`src/rtl/fb_fill_ctrl.sv`:
```
`default_nettype none
// ============================================================================
//  Module      : fb_fill_ctrl
//  Description : Framebuffer write-port arbiter between direct CPU pixel
//                writes and a clipped rectangle-fill engine. CPU writes
//                always win; the fill cursor stalls while the CPU owns
//                the port.
//  Revision    : 1.0 - initial release
// ============================================================================
module fb_fill_ctrl #(
  parameter int FB_W = 80,
  parameter int FB_H = 60
) (
  input  logic        clk_i,
  input  logic        rst_ni,
  input  logic        cpu_we_i,
  input  logic [12:0] cpu_wa_i,
  input  logic [7:0]  cpu_wd_i,
  input  logic        cmd_we_i,
  input  logic [2:0]  cmd_sel_i,
  input  logic [7:0]  cmd_data_i,
  output logic        busy_o,
  output logic        done_o,
  output logic        fb_we_o,
  output logic [12:0] fb_wa_o,
  output logic [7:0]  fb_wd_o
);

  typedef enum logic [0:0] {
    IDLE = 1'b0,
    FILL = 1'b1
  } state_e;

  localparam logic [2:0]  c_sel_x0    = 3'd0;
  localparam logic [2:0]  c_sel_y0    = 3'd1;
  localparam logic [2:0]  c_sel_w     = 3'd2;
  localparam logic [2:0]  c_sel_h     = 3'd3;
  localparam logic [2:0]  c_sel_color = 3'd4;
  localparam logic [2:0]  c_sel_start = 3'd5;
  localparam logic [2:0]  c_sel_abort = 3'd6;
  localparam logic [8:0]  c_fb_w9     = 9'(FB_W);
  localparam logic [8:0]  c_fb_h9     = 9'(FB_H);
  localparam logic [12:0] c_row_step  = 13'(FB_W);

  state_e      state_q, state_d;
  logic [7:0]  x0_q, x0_d, y0_q, y0_d, w_q, w_d, h_q, h_d, color_q, color_d;
  logic [8:0]  xe_q, xe_d, ye_q, ye_d;
  logic [7:0]  x_q, x_d, y_q, y_d;
  logic [12:0] base_q, base_d;
  logic        fb_we_q, fb_we_d;
  logic [12:0] fb_wa_q, fb_wa_d;
  logic [7:0]  fb_wd_q, fb_wd_d;
  logic        done_q, done_d;

  // Clipped bounds use 9-bit sums so X0+W / Y0+H can never wrap.
  logic [8:0]  w_x_sum, w_y_sum, w_xe, w_ye, w_x_next, w_y_next;
  logic [12:0] w_row_base0;
  logic        w_degen, w_start, w_abort;

  assign w_x_sum  = {1'b0, x0_q} + {1'b0, w_q};
  assign w_y_sum  = {1'b0, y0_q} + {1'b0, h_q};
  assign w_xe     = (w_x_sum > c_fb_w9) ? c_fb_w9 : w_x_sum;
  assign w_ye     = (w_y_sum > c_fb_h9) ? c_fb_h9 : w_y_sum;
  assign w_degen  = ({1'b0, x0_q} >= c_fb_w9) || ({1'b0, y0_q} >= c_fb_h9) ||
                    (w_q == 8'd0) || (h_q == 8'd0);
  assign w_x_next = {1'b0, x_q} + 9'd1;
  assign w_y_next = {1'b0, y_q} + 9'd1;
  // Starting row base only: a multiply by the constant FB_W (shift-add).
  // Per-pixel addresses afterwards come from the incrementally kept base.
  assign w_row_base0 = {5'b0, y0_q} * c_row_step;
  assign w_start  = cmd_we_i && (cmd_sel_i == c_sel_start);
  assign w_abort  = cmd_we_i && (cmd_sel_i == c_sel_abort);

  // State, register file, cursor and registered write port.
  always_ff @(posedge clk_i or negedge rst_ni) begin
    if (!rst_ni) begin
      state_q <= IDLE;
      x0_q    <= '0;
      y0_q    <= '0;
      w_q     <= '0;
      h_q     <= '0;
      color_q <= '0;
      xe_q    <= '0;
      ye_q    <= '0;
      x_q     <= '0;
      y_q     <= '0;
      base_q  <= '0;
      fb_we_q <= 1'b0;
      fb_wa_q <= '0;
      fb_wd_q <= '0;
      done_q  <= 1'b0;
    end else begin
      state_q <= state_d;
      x0_q    <= x0_d;
      y0_q    <= y0_d;
      w_q     <= w_d;
      h_q     <= h_d;
      color_q <= color_d;
      xe_q    <= xe_d;
      ye_q    <= ye_d;
      x_q     <= x_d;
      y_q     <= y_d;
      base_q  <= base_d;
      fb_we_q <= fb_we_d;
      fb_wa_q <= fb_wa_d;
      fb_wd_q <= fb_wd_d;
      done_q  <= done_d;
    end
  end

  // Next-state: command decode, fill stepping, CPU priority on the port.
  always_comb begin
    state_d = state_q;
    x0_d    = x0_q;
    y0_d    = y0_q;
    w_d     = w_q;
    h_d     = h_q;
    color_d = color_q;
    xe_d    = xe_q;
    ye_d    = ye_q;
    x_d     = x_q;
    y_d     = y_q;
    base_d  = base_q;
    fb_we_d = 1'b0;
    fb_wa_d = fb_wa_q;
    fb_wd_d = fb_wd_q;
    done_d  = 1'b0;

    case (state_q)
      IDLE: begin
        if (cmd_we_i) begin
          case (cmd_sel_i)
            c_sel_x0:    x0_d    = cmd_data_i;
            c_sel_y0:    y0_d    = cmd_data_i;
            c_sel_w:     w_d     = cmd_data_i;
            c_sel_h:     h_d     = cmd_data_i;
            c_sel_color: color_d = cmd_data_i;
            default: ;
          endcase
        end
        if (w_start) begin
          if (w_degen) begin
            done_d = 1'b1;
          end else begin
            state_d = FILL;
            xe_d    = w_xe;
            ye_d    = w_ye;
            x_d     = x0_q;
            y_d     = y0_q;
            base_d  = w_row_base0;
          end
        end
      end
      FILL: begin
        if (w_abort) begin
          state_d = IDLE;
        end else if (!cpu_we_i) begin
          fb_we_d = 1'b1;
          fb_wa_d = base_q + {5'b0, x_q};
          fb_wd_d = color_q;
          if (w_x_next == xe_q) begin
            x_d    = x0_q;
            y_d    = w_y_next[7:0];
            base_d = base_q + c_row_step;
            if (w_y_next == ye_q) begin
              state_d = IDLE;
              done_d  = 1'b1;
            end
          end else begin
            x_d = w_x_next[7:0];
          end
        end
      end
      default: state_d = IDLE;
    endcase

    // The CPU always owns the port in its cycle; the fill above has stalled.
    if (cpu_we_i) begin
      fb_we_d = 1'b1;
      fb_wa_d = cpu_wa_i;
      fb_wd_d = cpu_wd_i;
    end
  end

  assign busy_o  = (state_q == FILL);
  assign done_o  = done_q;
  assign fb_we_o = fb_we_q;
  assign fb_wa_o = fb_wa_q;
  assign fb_wd_o = fb_wd_q;

endmodule
`default_nettype wire

```
`config.mk`:
```
export PLATFORM = sky130hd
export DESIGN_NAME = fb_fill_ctrl
export DESIGN_NICKNAME = d
export VERILOG_FILES = /design/src/rtl/fb_fill_ctrl.sv
export SDC_FILE = /design/constraint.sdc
export NUM_CORES = 1
export LEC_CHECK = 0
export BUFFER_PORTS_ARGS = -buffer_cell sky130_fd_sc_hd__buf_2
export CORE_AREA = 8 8 150 152
export CTS_CLUSTER_DIAMETER = 100
export CTS_CLUSTER_SIZE = 30
export DETAILED_ROUTE_END_ITERATION = 6
export DIE_AREA = 0 0 158 160
export SYNTH_ARGS = -nofsm -noshare
export SYNTH_HDL_FRONTEND = slang
export SYNTH_SLANG_ARGS = --single-unit
```
`constraint.sdc`:
```
create_clock -name clk_i -period 2.88 [get_ports clk_i]
set_input_delay 0 -clock clk_i [delete_from_list [all_inputs] [get_ports clk_i]]
set_output_delay 0 -clock clk_i [all_outputs]
set_load 0.01 [all_outputs]
```
After elaboration in Yosys (flattened, before gate mapping)

Index checks and enable logic that the tools add are counted.

Word-level logic and storage cells: 103
Input bits: 36
Flip-flop bits (word level): 111
Output and inout bits: 24

$lt $le $gt $ge: 4
Eq/ne operators: 14
Multipliers: 1
Bitwise gates (word level): 2
Reductions and logical operators: 18
Mux-type cells: 43
Add/sub/neg operators: 6

Operators by type and width:

| kind                                                                                 | count |
|---|---|
| 13-bit 2-to-1 mux                                                                    | 8 |
| 8-bit 2-to-1 mux                                                                     | 13 |
| 8-bit case mux with 2 select lines                                                   | 2 |
| 13-bit case mux with 2 select lines                                                  | 1 |
| 8-bit by 1-bit adder with 9-bit output (second input constant)                       | 2 |
| 8-bit by 8-bit adder with 9-bit output                                               | 2 |
| 9-bit == test                                                                        | 2 |
| 9-bit 2-to-1 mux                                                                     | 2 |
| 3-bit AND reduction                                                                  | 6 |
| 8-bit zero test                                                                      | 2 |
| 1-bit 2-to-1 mux                                                                     | 15 |
| 13-bit by 7-bit adder with 13-bit output (second input constant)                     | 1 |
| 13-bit by 8-bit adder with 13-bit output                                             | 1 |
| 2-bit inequality test (second input constant)                                        | 5 |
| 3-bit == test (second input constant)                                                | 3 |
| 9-bit by 6-bit > comparator with 1-bit output (second input constant)                | 1 |
| 9-bit by 7-bit > comparator with 1-bit output (second input constant)                | 1 |
| 8-bit by 3-bit multiplier with 9-bit output (second input constant)                  | 1 |
| 8-bit by 6-bit greater-or-equal comparator with 1-bit output (second input constant) | 1 |
| 8-bit by 7-bit greater-or-equal comparator with 1-bit output (second input constant) | 1 |
| 3-bit by 2-bit == test with 1-bit output (second input constant)                     | 2 |
| 5-bit AND reduction                                                                  | 1 |
| 1-bit case mux with 2 select lines                                                   | 2 |
| 4-bit AND reduction                                                                  | 1 |
| 8 further kinds                                                                      | 12 |

Depth between registers and ports, before layout

Depth after elaboration: 7
Depth in mapped cells: 10

Least setup slack after synthesis

No wires, ideal clock.

Kind: reg2reg
Start point: register x_q[1]
End point: register base_q[7]
Setup slack: 0.513 ns
Period minus slack after synthesis: 2.367 ns
Stages on the path, launching flop included: 8
Buffers on the path: 1
Arrival: 2.224 ns
Path through: dfrtp_1 ha_1 or4_1 o32ai_1 o2111ai_2 buf_2 o311ai_0 o311ai_1

Cells in the longest elaborated chain, start to end: 4

RTL lines:

| item                                                       | RTL line | source |
|---|---|---|
| start, declared                                            | 48       | `logic [7:0] x_q, x_d, y_q, y_d;` |
| start signal, assigned                                     | 85       | `x_q <= '0;` |
| start signal, assigned                                     | 101      | `x_q <= x_d;` |
| 8-bit by 1-bit adder with 9-bit output                     | 66       | `assign w_x_next = {1'b0, x_q} + 9'd1;` |
| 9-bit == test                                              | 161      | `if (w_x_next == xe_q) begin` |
| 2-bit by 1-bit inequality test with 1-bit output (no line) | -        |  |
| 5-bit AND reduction (no line)                              | -        |  |
| end signal, assigned                                       | 103      | `base_q <= base_d;` |
| end, declared                                              | 49       | `logic [12:0] base_q, base_d;` |

No other way between the ends.
A chain may end at the register's enable or synchronous reset.

Worst setup path after layout

Start point: register x_q[0]
End point: register y_q[2]

Cells in the longest elaborated chain, start to end: 4

RTL lines:

| item                                                       | RTL line | source |
|---|---|---|
| 8-bit by 1-bit adder with 9-bit output                     | 66       |  |
| 9-bit == test                                              | 161      |  |
| 2-bit by 1-bit inequality test with 1-bit output (no line) | -        |  |
| 5-bit AND reduction (no line)                              | -        |  |
| end signal, assigned                                       | 102      | `y_q <= y_d;` |
| end, declared                                              | 48       |  |

No other way between the ends.

==> out/summary.md <==
### Yosys
• **number of distinct standard cells referenced by the synthesized netlist** 78
• **sequential element share of the synthesized area** 0.389
• **Post-Synthesis Cells** 724
• **Synth async-reset ratio** 1.00
• **number of warnings issued by yosys** 0
• **largest family of logic cells by synthesized area** compound AO/OA/AOI/OAI gates
• **main flop type after synthesis** sky130_fd_sc_hd__dfrtp_1
• **complex-gate fraction of the synthesized area** 0.201
• **Adder-Cell Fraction of Synth Area** 0.0724
• **area share of xor/xnor cells in the synthesized design** 0.0369
• **number of enable flip-flop cells after synthesis** 0
• **Synth Area in Simple Gates** 0.180
• **Post-Syn Area per Cell** 9.50 um^2
• **Post-Syn Nets** 798
• **cell area after technology mapping** 6880 um^2
• **flip-flop and latch count after synthesis** 107
• **fraction of synthesized area in multiplexers** 0.0829

### Final layout
• **post-route non-filler standard cell count** 1,085
• **layout cell share with drive strength beyond 1** 0.187
• **Syn-to-layout area delta** 18.7%
• **count of antenna diodes in the layout** 0
• **number of filler cells placed in the layout** 2,043
• **final net count** 884

### Route
• **Routed WL per cell** 17.8 um
• **initial drt markers** 457
• **count of nets left with antenna violations after detail routing** 0
• **count of TritonRoute iterations in the first routing pass** 6
• **drt via density** 5.49
• **DRC errors left** 0
• **Via Count** 5,960
• **final wirelength** 19,300 um

### Power
• **clock share of power** 0.158
• **cell area power density** 982 nW/um^2
• **Net Switching** 3.54 mW
• **sequential share of power** 0.330
• **P_int** 4.48 mW
• **static leakage power** 3.53 nW
• **Worst VDD drop** 0.507 mV
• **Combinational Power Share** 0.512
• **net switching share of the total power** 0.442

### Timing
• **Setup Viol. Count Final** 0
• **final number of max-transition violations** 0
• **Max Clk Rate** 0.365 GHz
• **setup repair after global routing missed its margin** no
• **Max Clock Skew** 11.9 ps
• **worst relative slew slack** 0.371
• **Period Utilization, post-route** 0.950
• **worst-margin pin slew** 940 ps
• **final hold violations** 0
• **Min Clock Period, post-route** 2740 ps
• **setup TNS** 0 ps

### Setup path
• **critical path endpoint category** flop
• **cell depth of the worst setup path** 6
• **Register-to-Register Path Depth** 6
• **largest fanout on the critical path** 12
• **critical path startpoint category** flop
• **delay-heaviest family, CP** compound AO/OA/AOI/OAI gates
• **slowest cell on the critical path** sky130_fd_sc_hd__o2111a_1
• **crit path cell chain** ha_1 > or4_1 > o32ai_1 > o2111a_1 > a311oi_1 > a311o_1
• **data arrival time at the worst-slack endpoint** 2980 ps
• **Worst Path Required** 3130 ps
• **buffers and inverters on the worst path** 0
• **Critical Setup Path Class** reg -> reg
• **largest incremental delay on the critical path** 590 ps

### Clocking
• **worst-case clock buffer depth** 2
• **number of sinks driven by the clock tree** 107
• **number of H-tree levels** 3
• **CTS tree** yes
• **number of buffers inserted by post-CTS setup repair** 0
• **buffer cell driving the clock tree root** sky130_fd_sc_hd__clkbuf_16
• **register clock-pin slew on the reported worst setup and hold paths** 80 ps
• **latest clock arrival within the worst-skew pair** 360 ps
• **clock buffer count from CTS** 9

### Outcome
• **status** completed

### Global route
• **pin count of the biggest net entering global routing** 55
• **overall overflow remaining after global route** 0
• **vias in the first global route** 5,874
• **antenna violations before repair** 0
• **total track usage** 0.158
• **wire length of the first global-routing pass** 31,800 um

### Die
• **die area** 25,300 um^2
• **Placeable Area** 20,000 um^2
• **top-level port count** 60
• **effective utilization at floorplan** 0.343
• **placement row count** 52
• **die width** 158 um
• **Die Y** 160 um

### Min path
• **classification of the worst-slack hold path** in -> reg
• **hold depth** 2

### Placed design
• **quantity of I/O buffers inserted on ports** 59
• **placed instance count** 1,040
• **Final HPWL DP** 14,400 um
• **routability congestion estimate** 0.819

### Run
• **reported max-cap violation count** 0

==> sequential cells by signal, indices dropped and copies added, names as in the netlist <==
signal,cells
y0_q,8
x0_q,8
done_o,1
h_q,8
x_q,8
fb_wd_o,8
busy_o,1
fb_we_o,1
base_q,9
y_q,8
xe_q,9
fb_wa_o,13
color_q,8
ye_q,9
w_q,8
==> metal layers <==
layer  up-vias  track usage  routed length, um
met3        27       0.0205                777
met1      2908        0.215               9170
met5         -            0                  0
met4         0       0.0665                441
li1       2890            -                  -
met2       135        0.246               8900
==> cell type report <==
cell class              count  area [um^2]  share of cell area
clock buffers               9          225              0.0276
clock inverters             7         80.1             0.00981
inverters                  27          101              0.0124
multi-input cells         552         3960               0.484
flip-flops and latches    107         2680               0.328
well taps                 270          338              0.0414
repair buffers            113          788              0.0965
==> kinds of logic after synthesis <==
family | after synthesis
buffers and inverters | 65
AOI/OAI and AO/OA | 189
xor gates and xnor gates | 29
other | 1
muxes | 52
adders and majority gates | 38
DFF | 107
and+or+nand+nor | 243
==> power by group through the flow <==
stage / logic [mW] / registers [mW] / clock network, mW
final: 4.11 / 2.64 / 1.27
after global routing: 4.60 / 2.72 / 1.36
after CTS: 4.09 / 2.63 / 1.31
after detailed placement: 4.04 / 2.66 / 0
after global placement: 4.02 / 2.65 / 0
after floorplan: 3.13 / 2.42 / 0
==> layout by cell type, fill, tap and decap left out, types with 13 or more instances in the layout <==
cell / n
sky130_fd_sc_hd__xor2_1: 13
sky130_fd_sc_hd__dlygate4sd3_1: 29
sky130_fd_sc_hd__nor2_1: 44
sky130_fd_sc_hd__xnor2_1: 16
sky130_fd_sc_hd__nand2_1: 69
sky130_fd_sc_hd__buf_2: 58
sky130_fd_sc_hd__buf_4: 25
sky130_fd_sc_hd__inv_1: 26
sky130_fd_sc_hd__dfrtp_1: 107
sky130_fd_sc_hd__ha_1: 35
sky130_fd_sc_hd__o21ai_0: 42
sky130_fd_sc_hd__nand3_1: 25
sky130_fd_sc_hd__mux2_2: 40
sky130_fd_sc_hd__a21oi_1: 22
sky130_fd_sc_hd__a21o_1: 13
sky130_fd_sc_hd__nor3_1: 21
==> through the flow <==
step	instance area (um^2)	hold slack, ps	total power [mW]	utilization	setup slack, ps
2_1_floorplan	6880	-296	5.55	-	513
3_3_place_gp	7560	128	6.67	0.377	207
3_5_place_dp	7560	137	6.70	0.377	196
4_1_cts	8160	5.48	8.04	0.407	175
5_1_grt	8170	12.8	8.68	0.408	17.1
6_report	8170	16.7	8.02	0.408	144
==> path summary, 6_finish.rpt <==
path / start / slack [ps] / end
max: x_q[0] / 140 / y_q[2]
min: cmd_data_i[0] / 20 / w_q[0]
max reg2reg: x_q[0] / 140 / y_q[2]
min reg2reg: color_q[2] / 510 / color_q[2]
max in group asynchronous: rst_ni / 1870 / xe_q[6]
min in group asynchronous: rst_ni / 260 / ye_q[7]
==> synth_stat cells (12+ instances only) <==
cell type                  count  area share
sky130_fd_sc_hd__o21ai_0      42       0.031
sky130_fd_sc_hd__a21oi_1      23       0.017
sky130_fd_sc_hd__xnor2_1      16       0.020
sky130_fd_sc_hd__a21o_1       13       0.014
sky130_fd_sc_hd__nand2_1      69       0.038
sky130_fd_sc_hd__nor2_1       44       0.024
sky130_fd_sc_hd__dfrtp_1     107        0.39
sky130_fd_sc_hd__nand3_1      25       0.018
sky130_fd_sc_hd__mux2i_1      12       0.017
sky130_fd_sc_hd__xor2_1       13       0.017
sky130_fd_sc_hd__ha_1         35       0.064
sky130_fd_sc_hd__nand4_1      12       0.011
sky130_fd_sc_hd__inv_1        26       0.014
sky130_fd_sc_hd__clkbuf_1     30       0.016
sky130_fd_sc_hd__nor3_1       21       0.015
sky130_fd_sc_hd__mux2_2       40       0.065
==> worst reg2reg max path, stage by stage, from the launching register on <==
cell	delay (ps)
sky130_fd_sc_hd__dfrtp_1	470
sky130_fd_sc_hd__ha_1	240
sky130_fd_sc_hd__or4_1	540
sky130_fd_sc_hd__o32ai_1	260
sky130_fd_sc_hd__o2111a_1	590
sky130_fd_sc_hd__a311oi_1	180
sky130_fd_sc_hd__a311o_1	340
==> timing repair <==
| action | 4_1_cts | 5_1_grt |
|---|---|---|
| gates resized for setup | 0 | 1 |
| endpoints found under the hold margin | 108 | 0 |
| hold buffers | 29 | 0 |
| endpoints found under the setup margin | 0 | 5 |
Power figures use the tool's default switching activity.
